$ cat src/rtl/uart_rx_param_if.sv
// Read port of the uart_rx_param receive FIFO.
// The receiver drives a registered head entry with valid/ready flow control.
interface uart_rx_param_if #(
    parameter int DATA_BITS = 8
);
    logic [DATA_BITS-1:0] rd_data;
    logic                 rd_parity_err;
    logic                 rd_frame_err;
    logic                 rd_valid;
    logic                 rd_ready;

    modport master (
        output rd_data,
        output rd_parity_err,
        output rd_frame_err,
        output rd_valid,
        input  rd_ready
    );

    modport slave (
        input  rd_data,
        input  rd_parity_err,
        input  rd_frame_err,
        input  rd_valid,
        output rd_ready
    );
endinterface

$ cat src/rtl/uart_rx_param.sv
// Parametrised UART receiver: synchronizer, mid-bit sampling FSM with parity and stop checks,
// and a receive FIFO with overflow reporting.
module uart_rx_param #(
    parameter int CLK_FREQ_HZ = 8000000,
    parameter int BAUD_RATE   = 115200,
    parameter int DATA_BITS   = 8,
    parameter int PARITY_EN   = 0,
    parameter int PARITY_ODD  = 0,
    parameter int STOP_BITS   = 1,
    parameter int FIFO_DEPTH  = 4
) (
    input  logic                             clk_in,
    input  logic                             reset,
    input  logic                             rx_en,
    input  logic                             rx,
    uart_rx_param_if.master                  rd,
    output logic [$clog2(FIFO_DEPTH+1)-1:0]  level,
    output logic                             overflow,
    input  logic                             clr_overflow,
    output logic                             word_done,
    output logic                             busy
);
    localparam int DIV     = CLK_FREQ_HZ / BAUD_RATE;
    localparam int CNT_W   = $clog2(DIV);
    localparam int IDX_W   = $clog2(DATA_BITS);
    localparam int PTR_W   = $clog2(FIFO_DEPTH);
    localparam int LVL_W   = $clog2(FIFO_DEPTH + 1);
    localparam int ENTRY_W = DATA_BITS + 2;

    localparam logic [CNT_W-1:0] CNT_HALF  = CNT_W'(DIV / 2 - 1);
    localparam logic [CNT_W-1:0] CNT_FULL  = CNT_W'(DIV - 1);
    localparam logic [IDX_W-1:0] IDX_LAST  = IDX_W'(DATA_BITS - 1);
    localparam logic             STOP_LAST = 1'(STOP_BITS - 1);
    localparam logic             PAR_ODD   = 1'(PARITY_ODD);
    localparam logic [LVL_W-1:0] LVL_FULL  = LVL_W'(FIFO_DEPTH);
    localparam logic [LVL_W-1:0] LVL_ONE   = LVL_W'(1);

    generate
        if (DIV < 4) begin : g_bad_div
            $error("uart_rx_param: CLK_FREQ_HZ / BAUD_RATE must be at least 4");
        end
        if (DATA_BITS < 5 || DATA_BITS > 9) begin : g_bad_data_bits
            $error("uart_rx_param: DATA_BITS must be in 5..9");
        end
        if (STOP_BITS < 1 || STOP_BITS > 2) begin : g_bad_stop_bits
            $error("uart_rx_param: STOP_BITS must be 1 or 2");
        end
        if (FIFO_DEPTH < 2 || (FIFO_DEPTH & (FIFO_DEPTH - 1)) != 0) begin : g_bad_depth
            $error("uart_rx_param: FIFO_DEPTH must be a power of two >= 2");
        end
    endgenerate

    typedef enum logic [2:0] {
        IDLE,
        START,
        DATA,
        PARITY,
        STOP
    } state_t;

    // Third flop keeps the previous synchronized level so a 1->0 edge can be seen.
    logic rx_meta;
    logic rx_sync;
    logic rx_prev;
    logic start_edge;

    always_ff @(posedge clk_in or negedge reset) begin
        if (!reset) begin
            rx_meta <= 1'b1;
            rx_sync <= 1'b1;
            rx_prev <= 1'b1;
        end else begin
            rx_meta <= rx;
            rx_sync <= rx_meta;
            rx_prev <= rx_sync;
        end
    end

    assign start_edge = rx_prev & ~rx_sync;

    state_t               state;
    state_t               state_next;
    logic [CNT_W-1:0]     bit_cnt;
    logic [CNT_W-1:0]     bit_cnt_next;
    logic [IDX_W-1:0]     bit_idx;
    logic [IDX_W-1:0]     bit_idx_next;
    logic                 stop_idx;
    logic                 stop_idx_next;
    logic [DATA_BITS-1:0] shift_reg;
    logic [DATA_BITS-1:0] shift_next;
    logic                 parity_err;
    logic                 parity_err_next;
    logic                 frame_err;
    logic                 frame_err_next;
    logic                 tick;
    logic                 commit;

    assign tick = (bit_cnt == '0);

    always_ff @(posedge clk_in or negedge reset) begin
        if (!reset) begin
            state      <= IDLE;
            bit_cnt    <= '0;
            bit_idx    <= '0;
            stop_idx   <= 1'b0;
            shift_reg  <= '0;
            parity_err <= 1'b0;
            frame_err  <= 1'b0;
        end else begin
            state      <= state_next;
            bit_cnt    <= bit_cnt_next;
            bit_idx    <= bit_idx_next;
            stop_idx   <= stop_idx_next;
            shift_reg  <= shift_next;
            parity_err <= parity_err_next;
            frame_err  <= frame_err_next;
        end
    end

    // Disabling the receiver outranks everything, including the final stop sample.
    always_comb begin
        state_next      = state;
        bit_cnt_next    = bit_cnt;
        bit_idx_next    = bit_idx;
        stop_idx_next   = stop_idx;
        shift_next      = shift_reg;
        parity_err_next = parity_err;
        frame_err_next  = frame_err;
        commit          = 1'b0;

        if (state != IDLE && !rx_en) begin
            state_next = IDLE;
        end else begin
            case (state)
                IDLE: begin
                    if (rx_en && start_edge) begin
                        state_next   = START;
                        bit_cnt_next = CNT_HALF;
                    end
                end
                START: begin
                    if (tick) begin
                        if (rx_sync) begin
                            state_next = IDLE;
                        end else begin
                            state_next      = DATA;
                            bit_cnt_next    = CNT_FULL;
                            bit_idx_next    = '0;
                            parity_err_next = 1'b0;
                            frame_err_next  = 1'b0;
                        end
                    end else begin
                        bit_cnt_next = bit_cnt - 1'b1;
                    end
                end
                DATA: begin
                    if (tick) begin
                        shift_next   = {rx_sync, shift_reg[DATA_BITS-1:1]};
                        bit_cnt_next = CNT_FULL;
                        bit_idx_next = bit_idx + 1'b1;
                        if (bit_idx == IDX_LAST) begin
                            state_next    = (PARITY_EN != 0) ? PARITY : STOP;
                            stop_idx_next = 1'b0;
                        end
                    end else begin
                        bit_cnt_next = bit_cnt - 1'b1;
                    end
                end
                PARITY: begin
                    if (tick) begin
                        parity_err_next = (^shift_reg) ^ rx_sync ^ PAR_ODD;
                        state_next      = STOP;
                        bit_cnt_next    = CNT_FULL;
                        stop_idx_next   = 1'b0;
                    end else begin
                        bit_cnt_next = bit_cnt - 1'b1;
                    end
                end
                STOP: begin
                    if (tick) begin
                        frame_err_next = frame_err | ~rx_sync;
                        bit_cnt_next   = CNT_FULL;
                        if (stop_idx == STOP_LAST) begin
                            commit     = 1'b1;
                            state_next = IDLE;
                        end else begin
                            stop_idx_next = stop_idx + 1'b1;
                        end
                    end else begin
                        bit_cnt_next = bit_cnt - 1'b1;
                    end
                end
                default: state_next = IDLE;
            endcase
        end
    end

    logic [ENTRY_W-1:0] mem [FIFO_DEPTH];
    logic [ENTRY_W-1:0] head;
    logic [ENTRY_W-1:0] new_entry;
    logic [PTR_W-1:0]   wr_ptr;
    logic [PTR_W-1:0]   rd_ptr;
    logic [PTR_W-1:0]   rd_ptr_inc;
    logic [LVL_W-1:0]   count;
    logic               pop;
    logic               push;

    assign new_entry  = {shift_reg, parity_err, frame_err_next};
    assign rd_ptr_inc = rd_ptr + 1'b1;
    assign pop        = (count != '0) && rd.rd_ready;
    assign push       = commit && ((count != LVL_FULL) || pop);

    always_ff @(posedge clk_in) begin
        if (push) begin
            mem[wr_ptr] <= new_entry;
        end
    end

    // The head register is loaded from the array on a pop, or straight from the
    // committed frame when it is about to become the only entry.
    always_ff @(posedge clk_in or negedge reset) begin
        if (!reset) begin
            wr_ptr    <= '0;
            rd_ptr    <= '0;
            count     <= '0;
            head      <= '0;
            overflow  <= 1'b0;
            word_done <= 1'b0;
        end else begin
            word_done <= commit;
            if (push) begin
                wr_ptr <= wr_ptr + 1'b1;
            end
            if (pop) begin
                rd_ptr <= rd_ptr_inc;
            end
            if (push && !pop) begin
                count <= count + 1'b1;
            end else if (pop && !push) begin
                count <= count - 1'b1;
            end
            if (pop && (count > LVL_ONE)) begin
                head <= mem[rd_ptr_inc];
            end else if (push && ((count == '0) || (pop && (count == LVL_ONE)))) begin
                head <= new_entry;
            end
            if (clr_overflow) begin
                overflow <= 1'b0;
            end else if (commit && !push) begin
                overflow <= 1'b1;
            end
        end
    end

    assign rd.rd_data       = head[ENTRY_W-1:2];
    assign rd.rd_parity_err = head[1];
    assign rd.rd_frame_err  = head[0];
    assign rd.rd_valid      = (count != '0);
    assign level            = count;
    assign busy             = (state != IDLE);

endmodule

$ cat src/flat_wrapper.sv
// flat-port wrapper written by rule: the top's interface ports become plain ports
module uart_rx_param_flat 
#(
    parameter int CLK_FREQ_HZ = 8000000,
    parameter int BAUD_RATE   = 115200,
    parameter int DATA_BITS   = 8,
    parameter int PARITY_EN   = 0,
    parameter int PARITY_ODD  = 0,
    parameter int STOP_BITS   = 1,
    parameter int FIFO_DEPTH  = 4
)
  (clk_in, reset, rx_en, rx, level, overflow, clr_overflow, word_done, busy, rd_rd_data, rd_rd_parity_err, rd_rd_frame_err, rd_rd_valid, rd_rd_ready);
  uart_rx_param_if #(.DATA_BITS(DATA_BITS)) rd_i ();
  input  logic clk_in;
  input  logic reset;
  input  logic rx_en;
  input  logic rx;
  output logic [$clog2(FIFO_DEPTH+1)-1:0] level;
  output logic overflow;
  input  logic clr_overflow;
  output logic word_done;
  output logic busy;
  output wire logic [$bits(rd_i.rd_data)-1:0] rd_rd_data;
  output wire logic [$bits(rd_i.rd_parity_err)-1:0] rd_rd_parity_err;
  output wire logic [$bits(rd_i.rd_frame_err)-1:0] rd_rd_frame_err;
  output wire logic [$bits(rd_i.rd_valid)-1:0] rd_rd_valid;
  input wire logic [$bits(rd_i.rd_ready)-1:0] rd_rd_ready;
  assign rd_rd_data = rd_i.rd_data;
  assign rd_rd_parity_err = rd_i.rd_parity_err;
  assign rd_rd_frame_err = rd_i.rd_frame_err;
  assign rd_rd_valid = rd_i.rd_valid;
  assign rd_i.rd_ready = rd_rd_ready;
  uart_rx_param #(.CLK_FREQ_HZ(CLK_FREQ_HZ), .BAUD_RATE(BAUD_RATE), .DATA_BITS(DATA_BITS), .PARITY_EN(PARITY_EN), .PARITY_ODD(PARITY_ODD), .STOP_BITS(STOP_BITS), .FIFO_DEPTH(FIFO_DEPTH)) u_core (.clk_in(clk_in), .reset(reset), .rx_en(rx_en), .rx(rx), .rd(rd_i), .level(level), .overflow(overflow), .clr_overflow(clr_overflow), .word_done(word_done), .busy(busy));
endmodule
$ cat config.mk
export PLATFORM = sky130hd
export DESIGN_NAME = uart_rx_param_flat
export DESIGN_NICKNAME = d
export VERILOG_FILES = /design/src/rtl/uart_rx_param_if.sv /design/src/rtl/uart_rx_param.sv /design/src/flat_wrapper.sv
export SDC_FILE = /design/constraint.sdc
export NUM_CORES = 1
export LEC_CHECK = 0
export ABC_CLOCK_PERIOD_IN_PS = 2300
export BUFFER_PORTS_ARGS = -buffer_cell sky130_fd_sc_hd__buf_2
export CAP_MARGIN = 20
export CORE_MARGIN = 1.5
export CORE_UTILIZATION = 40
export DETAILED_ROUTE_END_ITERATION = 10
export SLEW_MARGIN = 20
export SYNTH_ARGS = -nofsm -noshare
export SYNTH_HDL_FRONTEND = slang
export SYNTH_SLANG_ARGS = --single-unit
export TNS_END_PERCENT = 5
$ cat constraint.sdc
create_clock -name clk_in -period 2.3 [get_ports clk_in]
set_input_delay 0.69 -clock clk_in [delete_from_list [all_inputs] [get_ports clk_in]]
set_output_delay 0.69 -clock clk_in [all_outputs]
set_load 0.01 [all_outputs]
## Word-level counts from Yosys, hierarchy flattened

Memories as Yosys holds them, arrays and structs flattened.
Index checks and enable logic that the tools add are counted.

| operators by class | value |
|---|---|
| reduce and logical (&&, ||, !) cells | 35 |
| bitwise gates (word level) | 5 |
| order comparisons | 1 |
| add/subtract/negate cells | 7 |
| equal/unequal tests | 22 |
| muxes and demuxes | 46 |

Operators with widths:

| operator | number |
|---|---|
| $mux W3 | 13 |
| $mux W7 | 4 |
| $pmux W7 S3 | 1 |
| $mux W1 | 20 |
| $mux W10 | 2 |
| $ne A3 B1 Y1 const B | 6 |
| $pmux W3 S5 | 1 |
| $ne A2 B1 Y1 const B | 6 |
| $reduce_bool A3 Y1 | 4 |
| $logic_and A1 B1 Y1 | 10 |
| $reduce_and A5 Y1 | 2 |
| $reduce_bool A2 Y1 | 5 |
| $ne A3 B3 Y1 const B | 3 |
| $reduce_xor A8 Y1 | 1 |
| $logic_not A7 Y1 | 1 |
| $reduce_and A7 Y1 | 1 |
| $sub A7 B1 Y7 const B | 1 |
| $add A3 B1 Y3 const B | 2 |
| $eq A3 B1 Y1 const B | 2 |
| $eq A3 B2 Y1 const B | 2 |
| $eq A3 B3 Y1 const B | 2 |
| $logic_not A3 Y1 | 2 |
| $pmux W3 S2 | 1 |
| $reduce_and A6 Y1 | 1 |
| other kinds (17) | 23 |

| word-level totals | value |
|---|---|
| output and inout port bits | 17 |
| register bits | 46 |
| memories | 1 |
| RAM bits | 40 |

Memory list:

| name | words | bits a word | rd ports | clocked after memory_dff | write ports | RTL line | source |
|---|---|---|---|---|---|---|---|
| u_core.mem | 4 | 10 | 1 | 0 | 1 | uart_rx_param.sv:198 | `logic [ENTRY_W-1:0] mem [FIFO_DEPTH];` |

## Depth between registers and ports, before layout

Gate-level depths: netlist (run 1).

| depth | value |
|---|---|
| word-level depth | 9 |
| mapped depth | 9 |

## Worst setup path after synthesis (run 1)

Ideal clock, no wire load.

| timing path | value |
|---|---|
| path type | input-to-reg |
| start | in rx_en |
| end | reg u_core.count[2] (netlist: u_core.level[2]) |
| setup slack | 0.055 ns |
| arrival time | 2.114 ns |
| stages on the path | 8 |
| path buffers | 1 |
| cell sequence | buf_2 and4bb_2 nand3_1 nor2_1 ha_1 mux2i_1 nor2_1 xor2_1 |

| between the ends | value |
|---|---|
| word-level cells in the longest chain between the ends | 7 |

RTL lines:

| item | RTL line | source |
|---|---|---|
| start: declaration | flat_wrapper.sv:16 | `input logic rx_en;` |
| $logic_not A1 Y1 (*) | uart_rx_param.sv:131 | `if (state != IDLE && !rx_en) begin` |
| $logic_and A1 B1 Y1 (*) | uart_rx_param.sv:131 |  |
| $mux W1 (*) | uart_rx_param.sv:131 |  |
| $logic_and A1 B1 Y1 (*) | uart_rx_param.sv:211 | `assign push = commit && ((count != LVL_FULL) \|\| pop);` |
| named net u_core.push | uart_rx_param.sv:206 | `logic push;` |
| $logic_not A1 Y1 | uart_rx_param.sv:239 | `end else if (pop && !push) begin` |
| $logic_and A1 B1 Y1 | uart_rx_param.sv:239 |  |
| $reduce_bool A2 Y1 (no line) | n/a |  |
| end signal: assignment | uart_rx_param.sv:238 | `count <= count + 1'b1;` |
| end signal: assignment | uart_rx_param.sv:240 | `count <= count - 1'b1;` |
| end: declaration | uart_rx_param.sv:204 | `logic [LVL_W-1:0] count;` |

Mark *: on every way through the listed nets, which the timed path passes. The rest lies on a longest branch.
A chain may end at the register's enable or synchronous reset.

## Worst setup path after layout (run 1)

| timing path | value |
|---|---|
| start | reg u_core.state[0] |
| end | out busy |

| between the ends | value |
|---|---|
| word-level cells in the longest chain between the ends | 1 |

RTL lines:

| item | RTL line | source |
|---|---|---|
| start: declaration | uart_rx_param.sv:81 | `state_t state;` |
| start signal: assignment | uart_rx_param.sv:110 | `state <= state_next;` |
| $reduce_bool A3 Y1 | uart_rx_param.sv:260 | `assign busy = (state != IDLE);` |
| end: declaration | flat_wrapper.sv:22 | `output logic busy;` |

Every way passes these cells.

==> flow_metrics.tcl, run 1 <==
set metrics [dict create \
    synthArstFlopShare_pct 52.9 \
    worstSetupStartpointType "flop" \
    antenna_found_initial 0 \
    root_buffer "clkbuf_8" \
    multi_input_area_um2 1480 \
    hold_viol 0 \
    clockPowerShare_pct 20.6 \
    coreArea_um2 9370 \
    dieArea_um2 10400 \
    hold_slack_ps 357 \
    r2r_end "u_core.bit_cnt[3]" \
    routedWlPerCell_um 13.6 \
    placementRows 35 \
    tns_ps 0 \
    p_switching_uw 1640 \
    drive_gt1_share_pct 30.0 \
    drt-total-wl_um 6190 \
    path_clk_slew_ps 90 \
    fmax_mhz 452 \
    cts_setup_buffers 0 \
    worstMarginPinSlew_ps 602 \
    grt-ovfl-total 0 \
    numClockSinks 85 \
    drcViolationCount 0 \
    ant_nets 0 \
    drv_cap 0 \
    slew_violations 0 \
    synth.distinct_cells 51 \
    intPower_uw 3030 \
    hold_depth 0 \
    seqCellArea_um2 2330 \
    dpl_worst_slack_ps 63.0 \
    grt_max_degree 46 \
    via_count 2217 \
    synth_edf_count 40 \
    rrSetupSlack_ps 200 \
    clk-insertion-delay-late_ps 350 \
    switching_share_pct 35.2 \
    comb_power_share_pct 33.9 \
    die_w_um 102 \
    final_cell_mix "dfrtp_1, edfxtp_1, nor2_1, buf_2" \
    avgSynthCellArea_um2 13.8 \
    dieHeight_um 102 \
    grt_pass1_wl_um 10800 \
    critPathCapture "busy" \
    critPathKind "flop to primary output" \
    ir_worst_vdd_mv 0.574 \
    grt_pass1_vias 2187 \
    viasPerCell 4.86 \
    grt_usage_pct 13.8 \
    grt_setup_unrepaired "yes" \
    hold_class "flop to flop" \
    layout.nets 341 \
    netlist_area_um2 3900 \
    r2r_start "u_core.bit_cnt[0]" \
    layout_setup_ws_ps 85.6 \
    postSynthCellCount 282 \
    worstSetupStartpoint "u_core.state[0]" \
    cts_tree "done" \
    finalSetupViolations 0 \
    port_buffers 22 \
    synth_nets 301 \
    syn2layout_area_growth_pct 15.2 \
    synth_warnings 0 \
    fill_cells 871 \
    dp_hpwl_um 4380 \
    ys.flop_type "dfrtp_1" \
    slew_headroom_pct 59.8 \
    first_pass_iters 5 \
    start_util_pct 41.7 \
    gp_congestion 0.798 \
    final_common_cell "dfrtp_1" \
    ys_seq_area_share_pct 59.7 \
    h-tree-depth 3 \
    worst_setup_path_end_kind "primary output" \
    largest_reg_flops 40 \
    critPathMaxFanout 9 \
    skew_ps 9.65 \
    numCtsBuffers 9 \
    p_seq_share_pct 45.5 \
    outcome "complete, no violations" \
    n_antenna_cell 0 \
    drtIter0Drc 63 \
    crit_required_ps 1610 \
    power_density_nw_per_um2 1040 \
    critical_path_arrival_ps 1520 \
    ys_ff_latch 85 \
    cellLeakagePower_uw 0.00184 \
    r2r_cells 7 \
    clockBufferDepth 2 \
    finalCritPeriodShare_pct 96.3 \
    min_period_ps 2210 \
    ioPinCount 23 \
]
==> kinds of logic (layout without fill, tap and decap cells) <==
| group | count (synthesis) | in the layout | synth area share (%) |
|---|---|---|---|
| AOI/OAI and AO/OA | 52 | 52 | 9.46 |
| xor gates and xnor gates | 14 | 14 | 3.14 |
| adders and majority gates | 13 | 13 | 4.17 |
| buffers and inverters | 23 | 68 | 2.82 |
| DFF | 85 | 85 | 59.7 |
| muxes | 30 | 30 | 11.4 |
| and+or+nand+nor | 65 | 65 | 9.33 |
==> per-layer routing <==
layer | up-vias | wire (um) | global-route usage, %
met3 | 4 | 223 | 4.83
li1 | 1109 | - | -
met5 | - | 0 | 0
met1 | 1061 | 3000 | 18.4
met4 | 0 | 54 | 4.49
met2 | 43 | 2910 | 21.4
==> metrics by stage <==
stage          total power (uW)  util (%)  std cells  cell area [um^2]
3_3_place_gp               3720      46.0        440              4310
2_1_floorplan              3320         -        282              3900
3_5_place_dp               3760      46.0        440              4310
5_1_grt                    5020      48.0        456              4500
4_1_cts                    4750      47.9        456              4490
6_report                   4670      48.0        456              4500
==> worst max-delay path, stage by stage, from the launching register on <==
cell and delay [ps]:
dfrtp_2 470, or2_4 290, nor2_4 150, clkinv_2 120, buf_2 150
==> worst min-delay path by stage <==
| stage | start | endpoint | slack, ps |
|---|---|---|---|
| after detailed placement | u_core.rx_meta | u_core.rx_sync | 350 |
| after floorplan | u_core.rx_meta | u_core.rx_sync | 350 |
| after CTS | u_core.rx_meta | u_core.rx_sync | 360 |
| after global placement | u_core.rx_meta | u_core.rx_sync | 350 |
| after global routing | u_core.rx_meta | u_core.rx_sync | 360 |
| final | u_core.rx_meta | u_core.rx_sync | 360 |
==> power by group through the flow <==
stage / clock (uW) / sequential [uW] / combinational (uW)
2_1_floorplan: 0 / 2080 / 1230
3_3_place_gp: 0 / 2150 / 1570
3_5_place_dp: 0 / 2160 / 1600
4_1_cts: 1020 / 2130 / 1600
5_1_grt: 1070 / 2180 / 1780
6_report: 960 / 2120 / 1580
==> timing repair <==
action	CTS	global route
hold buffers	0	0
setup endpoints to repair	0	6
gates resized for setup	0	2
==> synth_stat cells, drive strengths merged, types with 4 or more instances <==
library cell | instances | area (um^2)
a21oi | 20 | 138
and2 | 4 | 25.0
buf | 8 | 52.5
dfrtp | 42 | 1050
edfxtp | 40 | 1200
ha | 13 | 163
inv | 13 | 48.8
mux2 | 9 | 109
mux2i | 11 | 110
mux4 | 10 | 225
nand2 | 8 | 30.0
nand3 | 7 | 35.0
nor2 | 26 | 121
nor2b | 4 | 25.0
nor3 | 4 | 20.0
o21ai | 14 | 70.1
xnor2 | 11 | 96.3
==> area by class of cell <==
class / count / area share (%)
flip-flops and latches: 85 / 51.9
multi-input cells: 174 / 32.8
repair buffers: 38 / 6.51
well taps: 129 / 3.59
clock buffers: 9 / 2.75
clock inverters: 7 / 1.25
inverters: 14 / 1.20
No activity file was read; power rests on OpenSTA's default activity.
==> inputs of run 2 (changes only) <==
--- a/config.mk
+++ b/config.mk
@@ -5,7 +5,7 @@
 export SDC_FILE = /design/constraint.sdc
 export NUM_CORES = 1
 export LEC_CHECK = 0
-export ABC_CLOCK_PERIOD_IN_PS = 2300
+export ABC_CLOCK_PERIOD_IN_PS = 2600
 export BUFFER_PORTS_ARGS = -buffer_cell sky130_fd_sc_hd__buf_2
 export CAP_MARGIN = 20
 export CORE_MARGIN = 1.5
==> constraint.sdc (replaced) <==
create_clock -name clk_in -period 2.6 [get_ports clk_in]
set_input_delay 0.78 -clock clk_in [delete_from_list [all_inputs] [get_ports clk_in]]
set_output_delay 0.78 -clock clk_in [all_outputs]
set_load 0.01 [all_outputs]
==> flow_metrics.tcl, run 2 (same netlist as run 1, synthesis figures left out) <==
set metrics [dict create \
    crit_required_ps 1820 \
    drt-total-wl_um 6410 \
    critPathKind "flop to primary output" \
    drtIter0Drc 59 \
    ant_nets 0 \
    gp_congestion 0.792 \
    switching_share_pct 34.0 \
    viasPerCell 4.87 \
    drv_cap 0 \
    tns_ps 0 \
    hold_viol 0 \
    largest_reg_flops 40 \
    final_common_cell "dfrtp_1" \
    ir_worst_vdd_mv 0.462 \
    routedWlPerCell_um 14.3 \
    numClockSinks 85 \
    fmax_mhz 423 \
    die_w_um 102 \
    p_seq_share_pct 43.2 \
    first_pass_iters 4 \
    grt_pass1_vias 2217 \
    drive_gt1_share_pct 28.1 \
    final_cell_count_no_fill 449 \
    min_period_ps 2360 \
    p_switching_uw 1460 \
    comb_power_share_pct 32.0 \
    numCtsBuffers 9 \
    antenna_found_initial 0 \
    clockPowerShare_pct 24.8 \
    layout.nets 334 \
    critical_path_arrival_ps 1580 \
    worstSetupStartpointType "flop" \
    coreArea_um2 9370 \
    start_util_pct 41.7 \
    hold_class "flop to flop" \
    dieHeight_um 102 \
    slowest_delay_ps 480 \
    cts_tree "done" \
    clockBufferDepth 2 \
    grt-ovfl-total 0 \
    finalSetupViolations 0 \
    worstMarginPinSlew_ps 687 \
    grt_usage_pct 14.2 \
    post-place-cells 433 \
    grt_setup_unrepaired "no" \
    crit_chain "or2_4, nor2_4, clkinv_2, buf_2" \
    placementRows 35 \
    power_density_nw_per_um2 974 \
    outcome "complete, no violations" \
    cellLeakagePower_uw 0.00182 \
    dieArea_um2 10400 \
    final_area_um2 4420 \
    worst_setup_path_end_kind "primary output" \
    path_clk_slew_ps 90 \
    final_core_util_pct 47.2 \
    final_cell_mix "dfrtp_1, edfxtp_1, nor2_1, buf_2" \
    dp_hpwl_um 4510 \
    critPathMaxFanout 9 \
    via_count 2188 \
    grt_max_degree 28 \
    critical-path-slowest-cell "dfrtp_1" \
    ioPinCount 23 \
    slew_headroom_pct 54.2 \
    cts_setup_buffers 0 \
    root_buffer "clkbuf_8" \
    cts_hold_buf 0 \
    place_area_um2 4200 \
    syn2layout_area_growth_pct 13.3 \
    h-tree-depth 3 \
    drcViolationCount 0 \
    intPower_uw 2840 \
    slew_violations 0 \
    finalCritPeriodShare_pct 90.9 \
    grt_pass1_wl_um 11000 \
    skew_ps 17.3 \
    clk-insertion-delay-late_ps 360 \
    port_buffers 22 \
    n_antenna_cell 0 \
    ctsResizeCount 0 \
]
[run 2: power groups by stage]
| stage | clock, uW | sequential (uW) | combinational [uW] |
|---|---|---|---|
| 2_1_floorplan | 0 | 1840 | 1090 |
| 3_3_place_gp | 0 | 1880 | 1370 |
| 3_5_place_dp | 0 | 1900 | 1390 |
| 4_1_cts | 1090 | 1870 | 1400 |
| 5_1_grt | 1150 | 1910 | 1550 |
| 6_report | 1070 | 1860 | 1380 |
[run 2: worst paths after layout]
kind / depth (start not counted) / start / slack [ps] / endpoint
max: 4 / u_core.state[0] / 240 / busy
max reg2reg: 7 / u_core.bit_cnt[0] / 310 / u_core.mem[2][3]
min: 0 / u_core.rx_meta / 360 / u_core.rx_sync
min in group asynchronous: 1 / reset / 460 / u_core.bit_idx[1]
max in group asynchronous: 2 / reset / 1530 / u_core.bit_cnt[5]
min reg2reg: 0 / u_core.rx_meta / 360 / u_core.rx_sync
[run 2: per-stage QoR]
stage,setup WS [ps],total power [uW],hold slack [ps]
after CTS,218,4360,366
after global placement,197,3260,346
after floorplan,265,2930,345
final,236,4310,364
after detailed placement,144,3290,352
after global routing,125,4600,370
[run 2: cell type report]
type | count | area (um^2)
timing repair buffer | 31 | 178
tap | 129 | 161
inverter | 14 | 53.8
fill | 857 | 4950
sequential | 85 | 2330
clock buffer | 9 | 124
multi-input combinational | 174 | 1470
clock inverter | 7 | 105
[run 2: per-layer routing]
layer  part of all wire [%]  GRT usage (%)  vias up
met1                     51           19.7     1051
li1                       -              -     1094
met5                      0              0        -
met4                    1.9           6.73        0
met3                    2.7           2.69       10
met2                     44           21.5       33
[run 2: worst max-delay path: cells and delay by family, from the launching register on]
| family | cells | cell delay, ps |
|---|---|---|
| simple gates | 2 | 470 |
| buf+inv | 2 | 290 |
| flops | 1 | 480 |
==> inputs of run 3 (changes only) <==
--- a/config.mk
+++ b/config.mk
@@ -9,7 +9,7 @@
 export BUFFER_PORTS_ARGS = -buffer_cell sky130_fd_sc_hd__buf_2
 export CAP_MARGIN = 20
 export CORE_MARGIN = 1.5
-export CORE_UTILIZATION = 40
+export CORE_UTILIZATION = 25
 export DETAILED_ROUTE_END_ITERATION = 10
 export SLEW_MARGIN = 20
 export SYNTH_ARGS = -nofsm -noshare
==> flow_metrics.tcl, run 3 (same netlist as run 1, synthesis figures left out) <==
set metrics [dict create \
    outcome "complete, no violations" \
    ir_worst_vdd_mv 0.343 \
    fill_cells 1502 \
    grt_max_degree 25 \
    cts_hold_buf 0 \
    whs_endpoint "u_core.rx_sync" \
    finalCritPeriodShare_pct 89.7 \
    die_w_um 128 \
    cts_tree "done" \
    critPathKind "flop to primary output" \
    critical_path_arrival_ps 1550 \
    grt_setup_unrepaired "no" \
    root_buffer "clkbuf_16" \
    port_buffers 22 \
    clockBufferDepth 2 \
    worstSetupStartpoint "u_core.state[0]" \
    place_area_um2 4280 \
    h-tree-depth 3 \
    fmax_mhz 429 \
    critPathMaxFanout 9 \
    seqCellArea_um2 2330 \
    multi_input_area_um2 1470 \
    worstSetupStartpointType "flop" \
    total_power_uw 4660 \
    via_count 2221 \
    skew_ps 6.26 \
    r2r_cells 7 \
    largest_reg_flops 40 \
    final_common_cell "dfrtp_1" \
    grt-ovfl-total 0 \
    hold_depth 0 \
    worst_setup_path_end_kind "primary output" \
    drive_gt1_share_pct 28.1 \
    min_period_ps 2330 \
    antenna_found_initial 0 \
    min-delay-start "u_core.rx_meta" \
    gp_congestion 0.737 \
    rrSetupSlack_ps 320 \
    drt-total-wl_um 6640 \
    hold_class "flop to flop" \
    final_area_um2 4610 \
    worstMarginPinSlew_ps 660 \
    finalSetupViolations 0 \
    hold_viol 0 \
    slew_headroom_pct 56.0 \
    drcViolationCount 0 \
    r2r_end "u_core.mem[1][5]" \
    dieArea_um2 16400 \
    r2r_start "u_core.bit_cnt[0]" \
    numClockSinks 85 \
    slew_violations 0 \
    layout.nets 334 \
    drv_cap 0 \
    ant_nets 0 \
    grt_pass1_wl_um 11300 \
    dieHeight_um 128 \
    grt_pass1_vias 2215 \
    path_clk_slew_ps 60 \
    ctsResizeCount 0 \
    crit_required_ps 1820 \
    grt_usage_pct 8.86 \
    syn2layout_area_growth_pct 18.1 \
    drtIter0Drc 151 \
    viasPerCell 4.37 \
    cts_setup_buffers 0 \
    coreArea_um2 15200 \
    start_util_pct 25.7 \
    placementRows 45 \
    cellLeakagePower_uw 0.00187 \
    clk-insertion-delay-late_ps 340 \
    first_pass_iters 4 \
    final_cell_mix "dfrtp_1, edfxtp_1, nor2_1, buf_2" \
    dp_hpwl_um 4830 \
    routedWlPerCell_um 13.1 \
    n_antenna_cell 0 \
    numCtsBuffers 9 \
    power_density_nw_per_um2 1010 \
    ioPinCount 23 \
    tns_ps 0 \
]
run 3: worst max-delay path by stage:
stage	end	slack, ps
2_1_floorplan	u_core.level[2]	270
3_3_place_gp	u_core.mem[3][3]	190
3_5_place_dp	u_core.mem[1][2]	100
4_1_cts	busy	250
5_1_grt	u_core.mem[3][4]	70
6_report	busy	270
run 3: per-layer routing:
metal	share of wire (%)	vias up	GRT usage, %
met1	49	1068	12.0
met4	1.5	0	3.57
li1	-	1100	-
met5	0	-	0
met2	45	44	12.9
met3	4.5	9	3.17
run 3: critical path, stage by stage (launching register included):
cell and delay, ps:
dfrtp_1 470, or2_4 310, nor2_4 150, clkinv_2 130, buf_2 160
run 3: layout make-up:
type / instances / share of cell area, %
clock inverter: 7 / 2.28
sequential: 85 / 50.5
timing repair buffer: 31 / 4.12
inverter: 14 / 1.17
tap: 188 / 5.10
clock buffer: 9 / 4.88
multi-input combinational: 174 / 31.9
run 3: power breakdown:
group	switching, uW	internal [uW]
Clock	542	856
Sequential	255	1610
Combinational	718	681
run 3: per-stage QoR:
step / utilization, % / hold slack, ps / setup WS [ps] / std cells
detailed placement: 28.2 / 347 / 96.7 / 492
CTS: 30.3 / 356 / 254 / 508
finish: 30.3 / 357 / 268 / 508
global placement: 28.2 / 347 / 194 / 492
floorplan: - / 345 / 265 / 282
global route: 30.3 / 361 / 67.3 / 508
